$ cat config.mk
export PLATFORM = sky130hd
export DESIGN_NAME = peripheral_dbg_pu_riscv_jsp_biu_arbiter
export DESIGN_NICKNAME = d
export VERILOG_FILES = /design/src/rtl/peripheral_dbg_pu_riscv_jsp_biu_arbiter.sv
export SDC_FILE = /design/constraint.sdc
export NUM_CORES = 1
export LEC_CHECK = 0
export ABC_AREA = 1
export BUFFER_PORTS_ARGS = -buffer_cell sky130_fd_sc_hd__buf_4
export CAP_MARGIN = 30
export CORE_MARGIN = 2
export CORE_UTILIZATION = 46
export DETAILED_ROUTE_END_ITERATION = 7
export GPL_TIMING_DRIVEN = 1
export PLACE_DENSITY_LB_ADDON = 0.12
export SLEW_MARGIN = 10
export SYNTH_ARGS = -nofsm -noshare
export SYNTH_HDL_FRONTEND = slang
export SYNTH_SLANG_ARGS = --single-unit
export TNS_END_PERCENT = 1
$ cat constraint.sdc
create_clock -name tck_i -period 1.6 [get_ports tck_i]
set_input_delay 0.16 -clock tck_i [delete_from_list [all_inputs] [get_ports tck_i]]
set_output_delay 0.16 -clock tck_i [all_outputs]
set_load 0.01 [all_outputs]
$ cat src/rtl/peripheral_dbg_pu_riscv_jsp_biu_arbiter.sv
// rtl/peripheral_dbg_pu_riscv_jsp_biu_arbiter.sv - round-robin burst arbiter in front of the JSP BIU byte port
module peripheral_dbg_pu_riscv_jsp_biu_arbiter #(
  parameter int NUM_REQ    = 4,
  parameter int SETTLE_CYC = 2,
  parameter int TIMEOUT    = 1024
) (
  input  logic                 tck_i,
  input  logic                 rst_i,
  input  logic [NUM_REQ-1:0]   req_i,
  input  logic [NUM_REQ-1:0]   req_we_i,
  input  logic [NUM_REQ*4-1:0] req_len_i,
  input  logic [NUM_REQ*8-1:0] req_wdata_i,
  output logic [NUM_REQ-1:0]   gnt_o,
  output logic [NUM_REQ-1:0]   wdata_ack_o,
  output logic [7:0]           rdata_o,
  output logic [NUM_REQ-1:0]   rdata_vld_o,
  output logic [NUM_REQ-1:0]   done_o,
  output logic [NUM_REQ-1:0]   err_o,
  output logic [7:0]           biu_di_o,
  input  logic [7:0]           biu_do_i,
  input  logic [3:0]           biu_bytes_available_i,
  input  logic [3:0]           biu_space_available_i,
  output logic                 biu_rd_strobe_o,
  output logic                 biu_wr_strobe_o
);

  localparam int IW = (NUM_REQ > 1) ? $clog2(NUM_REQ) : 1;
  localparam int TW = $clog2(TIMEOUT);
  localparam int SW = (SETTLE_CYC > 1) ? $clog2(SETTLE_CYC) : 1;

  typedef enum logic [1:0] {
    ST_IDLE   = 2'd0,
    ST_XFER   = 2'd1,
    ST_SETTLE = 2'd2,
    ST_DONE   = 2'd3
  } state_t;

  state_t               state_q, state_d;
  logic                 arb_q, arb_d;        // burst latched in IDLE, grant goes out next edge
  logic [IW-1:0]        rr_ptr_q, rr_ptr_d;
  logic [IW-1:0]        idx_q, idx_d;
  logic                 we_q, we_d;
  logic [3:0]           len_q, len_d;
  logic [TW-1:0]        tmo_q, tmo_d;
  logic [SW-1:0]        set_q, set_d;
  logic [NUM_REQ-1:0]   gnt_q, gnt_d;
  logic [NUM_REQ-1:0]   ack_q, ack_d;
  logic [NUM_REQ-1:0]   vld_q, vld_d;
  logic [NUM_REQ-1:0]   done_q, done_d;
  logic [NUM_REQ-1:0]   err_q, err_d;
  logic [7:0]           rdata_q, rdata_d;
  logic [7:0]           di_q, di_d;
  logic                 rd_stb_q, rd_stb_d;
  logic                 wr_stb_q, wr_stb_d;

  logic [IW-1:0]        pick_idx;
  logic                 pick_vld;
  int                   pick_pos;
  logic [NUM_REQ-1:0]   idx_oh;
  logic                 xfer_ok;

  assign idx_oh  = NUM_REQ'(1) << idx_q;
  assign xfer_ok = we_q ? (biu_space_available_i != 4'd0) : (biu_bytes_available_i != 4'd0);

  // Round-robin search: first pending request at or after rr_ptr, wrapping
  always_comb begin
    pick_idx = '0;
    pick_vld = 1'b0;
    pick_pos = 0;
    for (int k = 0; k < NUM_REQ; k++) begin
      pick_pos = int'(rr_ptr_q) + k;
      if (pick_pos >= NUM_REQ) pick_pos = pick_pos - NUM_REQ;
      if (!pick_vld && req_i[pick_pos]) begin
        pick_vld = 1'b1;
        pick_idx = IW'(pick_pos);
      end
    end
  end

  // Burst sequencer: next state plus one-cycle strobe/ack/vld/done pulses
  always_comb begin
    state_d  = state_q;
    arb_d    = arb_q;
    rr_ptr_d = rr_ptr_q;
    idx_d    = idx_q;
    we_d     = we_q;
    len_d    = len_q;
    tmo_d    = tmo_q;
    set_d    = set_q;
    gnt_d    = gnt_q;
    ack_d    = '0;
    vld_d    = '0;
    done_d   = '0;
    err_d    = '0;
    rdata_d  = 8'h00;
    di_d     = 8'h00;
    rd_stb_d = 1'b0;
    wr_stb_d = 1'b0;
    case (state_q)
      ST_IDLE: begin
        if (arb_q) begin
          arb_d = 1'b0;
          gnt_d = idx_oh;
          tmo_d = '0;
          if (len_q == 4'd0) begin
            state_d = ST_DONE;
            done_d  = idx_oh;
          end else begin
            state_d = ST_XFER;
          end
        end else if (pick_vld) begin
          arb_d = 1'b1;
          idx_d = pick_idx;
          we_d  = req_we_i[pick_idx];
          len_d = req_len_i[4*int'(pick_idx) +: 4];
        end
      end
      ST_XFER: begin
        if (xfer_ok) begin
          if (we_q) begin
            wr_stb_d = 1'b1;
            di_d     = req_wdata_i[8*int'(idx_q) +: 8];
            ack_d    = idx_oh;
          end else begin
            rd_stb_d = 1'b1;
            rdata_d  = biu_do_i;
            vld_d    = idx_oh;
          end
          if (len_q != 4'd0) len_d = len_q - 4'd1;
          tmo_d   = '0;
          set_d   = SW'(SETTLE_CYC - 1);
          state_d = ST_SETTLE;
        end else if (tmo_q == TW'(TIMEOUT - 1)) begin
          state_d = ST_DONE;
          done_d  = idx_oh;
          err_d   = idx_oh;
        end else begin
          tmo_d = tmo_q + 1'b1;
        end
      end
      ST_SETTLE: begin
        // give the BIU's clock-crossed counts time to catch up before re-sampling
        if (set_q == '0) begin
          if (len_q == 4'd0) begin
            state_d = ST_DONE;
            done_d  = idx_oh;
          end else begin
            state_d = ST_XFER;
          end
        end else begin
          set_d = set_q - 1'b1;
        end
      end
      ST_DONE: begin
        gnt_d    = '0;
        rr_ptr_d = (idx_q == IW'(NUM_REQ - 1)) ? '0 : idx_q + 1'b1;
        state_d  = ST_IDLE;
      end
      default: begin
        state_d = ST_IDLE;
      end
    endcase
  end

  // State and registered outputs; reset abandons any burst without a done pulse
  always_ff @(posedge tck_i or posedge rst_i) begin
    if (rst_i) begin
      state_q  <= ST_IDLE;
      arb_q    <= 1'b0;
      rr_ptr_q <= '0;
      idx_q    <= '0;
      we_q     <= 1'b0;
      len_q    <= 4'd0;
      tmo_q    <= '0;
      set_q    <= '0;
      gnt_q    <= '0;
      ack_q    <= '0;
      vld_q    <= '0;
      done_q   <= '0;
      err_q    <= '0;
      rdata_q  <= 8'h00;
      di_q     <= 8'h00;
      rd_stb_q <= 1'b0;
      wr_stb_q <= 1'b0;
    end else begin
      state_q  <= state_d;
      arb_q    <= arb_d;
      rr_ptr_q <= rr_ptr_d;
      idx_q    <= idx_d;
      we_q     <= we_d;
      len_q    <= len_d;
      tmo_q    <= tmo_d;
      set_q    <= set_d;
      gnt_q    <= gnt_d;
      ack_q    <= ack_d;
      vld_q    <= vld_d;
      done_q   <= done_d;
      err_q    <= err_d;
      rdata_q  <= rdata_d;
      di_q     <= di_d;
      rd_stb_q <= rd_stb_d;
      wr_stb_q <= wr_stb_d;
    end
  end

  assign gnt_o           = gnt_q;
  assign wdata_ack_o     = ack_q;
  assign rdata_vld_o     = vld_q;
  assign done_o          = done_q;
  assign err_o           = err_q;
  assign rdata_o         = rdata_q;
  assign biu_di_o        = di_q;
  assign biu_rd_strobe_o = rd_stb_q;
  assign biu_wr_strobe_o = wr_stb_q;

endmodule

==> impl_metrics.ini <==
[placed_design]
pre_cts_slack_ns = -0.302
hpwlAfterDp_um = 6410
placed_cell_area_um2 = 4620
place.gp.congestion = 0.938
place.port_buffers = 111

[route]
top_layer = met4
wl_um = 8490
route.met2.wl_um = 4010
drc_errors = 0
ant_nets = 0
wl_per_cell_um = 12.1
num_vias = 3335
firstDrtPassIters = 4
route.met3.wl_um = 593
met1_length_um = 3750
dr.first_iter.drc_count = 142
vias_per_cell = 4.75

[cells_and_area]
antenna_cells = 0
utilization = 0.686
drive_above_1_share = 0.380
syn2layout_area_growth_pct = 45.8
fin_nets = 679
fin_area_um2 = 4920
nFillCells = 586

[power]
switching_share = 0.455
comb_power_share = 0.591
ir_worst_vdd_v = 0.00109
switching_power_mw = 3.97
p_per_area_nw_per_um2 = 1770
p_leak_nw = 2.65
p_total_mw = 8.72
sequentialPowerShare = 0.250
clock_power_share = 0.159
power.internal_mw = 4.75

[synthesis]
async_flop_share = 1.00
syn_area_um2 = 3380
syn_inst = 442
yosysSeqAreaShare = 0.452
yosysMostFrequentCell = nand2_1
synth_common_cells = 78 x nand2_1, 71 x nor2_1, 63 x inv_1
syn_nets = 523
synth_top_area_frac = 0.452
yosysUniqueCellTypes = 31
synth_area_per_cell_um2 = 7.64
ys_dominant_reg_cell = dfrtp_1
yosys_register_bits = 61
yosys-top-cells-area = dfrtp_1 45%, nand2_1 8.7%, nor2_1 7.9%
yosysTopAreaCell = dfrtp_1
synth_edf_count = 0
ys_warn_count = 0

[sta]
relSlewSlack = 0.585
final_max_slew_viol_count = 0
worst_clock_skew_ns = 0.0115
min_period_over_period = 1.18
tightestPinTransition_ns = 0.616
period_minus_slack_ns = 1.88
holdWs_ns = 0.0328
worst_slack_ns = -0.282
hold_viol = 0
setup_viol = 24
fmaxAchievable_mhz = 531
rsz0062_at_grt = true

[worst_setup_path]
timing.rr.start = tmo_q[0]
r2r_end = tmo_q[2]
r2r_cells = 13
worstPathMaxFanout = 16
worstPathArrival_ns = 2.14
cp-startpoint = tmo_q[0]
cp-end-kind = flip-flop
required_ns = 1.86
reg2reg_slack_ns = -0.28
start_kind = flip-flop
crit_type = flip-flop to flip-flop

[global_routing]
grt_pass1_wl_um = 13500
grtUsageTotal = 0.215
grt_pass1_vias = 3066
grt_max_degree = 62
grt_antenna_before_repair = 0
grt_remaining_overflow = 0

[die]
core_um2 = 7180
die_area_um2 = 8040
io_pins = 112
die_w_um = 89.7
chipHeight_um = 89.7
start_util = 0.471
rows = 31

[clocking]
clockBufferDepth = 2
clockRootBuffer = clkbuf_8
cts_tree = done
htreeDepth = 3
cts.clk_slew.worst_paths_ns = 0.08
cts_made_buffers = 9
clock_sinks = 61
clock_latency_ns = 0.34

[hold_path]
worstHoldStart = biu_do_i[6]
whs_endpoint = rdata_o[6]
hold_depth = 3
hold_path_class = input pin to flip-flop

[outcome]
status = finished, violations left
violations = setup timing

[run]
timing.max_cap.violations = 0
[area by class of cell]
| cell class | instances | area (µm²) | area share |
|---|---|---|---|
| Clock buffer | 9 | 124 | 0.0252 |
| Timing Repair Buffer | 154 | 1190 | 0.242 |
| Multi-Input combinational cell | 299 | 1600 | 0.325 |
| Clock inverter | 7 | 73.8 | 0.0150 |
| Inverter | 73 | 280 | 0.0569 |
| Tap cell | 99 | 124 | 0.0252 |
| Sequential cell | 61 | 1530 | 0.310 |
[registers in the layout, summed over array words and instances, names as in the netlist]
signal and cells:
arb_q 1, biu_di_o 8, biu_rd_strobe_o 1, biu_wr_strobe_o 1
done_o 4, err_o 4, gnt_o 4, idx_q 2
len_q 4, rdata_o 8, rdata_vld_o 4, rr_ptr_q 2
set_q 1, state_q 2, tmo_q 10, wdata_ack_o 4
we_q 1
[critical path, cell delays in order (launching register included)]
cell     delay, ns
dfrtp_1       0.37
ha_1          0.17
nand2_1       0.08
nor2_2        0.10
nand2_1       0.08
nor2_2        0.13
nand2_2       0.08
nor4_4        0.21
nand2_2       0.12
nand2_4       0.10
nand2_8       0.09
inv_4         0.09
a21oi_1       0.04
nor2_1        0.12
[placed cells by master, fill, tap and decap left out, types with 3 or more instances in the layout]
cell      synthesis  layout
o21bai_1          3       3
nor2_1           71      71
nor2_2            6       5
dfrtp_1          61      60
ha_1              7       7
inv_1            63      59
nand3_1          21      19
nand3_2           4       5
nand2_4           3       4
inv_2             8      10
nand4_1           5       5
clkinv_2          1       3
nand2_2          15      18
nor3_2            0       3
xor2_1            3       3
nor3_1            9       6
buf_4             0     149
a21oi_1          26      26
o21ai_0          28      27
clkbuf_8          0       9
o21ai_1           7       7
nand2_1          78      73
nor4_1            4       4
[power groups by stage]
stage / combinational (mW) / sequential [mW] / clock, mW
2_1_floorplan: 3.19 / 2.24 / 0
3_3_place_gp: 4.73 / 2.18 / 0
3_5_place_dp: 4.84 / 2.19 / 0
4_1_cts: 4.95 / 2.16 / 1.41
5_1_grt: 5.79 / 2.22 / 1.46
6_report: 5.15 / 2.18 / 1.39
[layer usage]
metal  global-route usage  vias up
met2                0.356      113
met4               0.0760        0
met3               0.0420       13
li1                     -     1706
met1                0.280     1503
met5                    0        -
[per-stage QoR]
step | TNS (ns) | cells
CTS | -4.46 | 702
floorplan | -5.30 | 442
detailed placement | -4.19 | 685
finish | -4.41 | 702
global route | -7.72 | 702
global placement | -2.96 | 685
[what timing repair did]
action / CTS / global route
setup endpoints to repair: 25 / 27
gates cloned: 0 / 0
hold buffers: 1 / 0
endpoints found under the hold margin: 61 / 0
resized for setup: 7 / 20
pin swaps: 0 / 1
setup buffers: 0 / 0
[how the worst max path moves through the flow]
| stage | to |
|---|---|
| 2_1_floorplan | tmo_q[2] |
| 3_3_place_gp | tmo_q[7] |
| 3_5_place_dp | tmo_q[2] |
| 4_1_cts | tmo_q[2] |
| 5_1_grt | tmo_q[2] |
| 6_report | tmo_q[2] |
[logic make-up after synthesis]
group                    Yosys count  synth area share
AO/OA/AOI/OAI                     69             0.109
buffers and inverters             82            0.0986
AND/OR/NAND/NOR                  220             0.307
XOR/XNOR                           3           0.00778
flip-flops                        61             0.452
adder cells (fa/ha/maj)            7            0.0259
No activity file was read; power rests on OpenSTA's default activity.
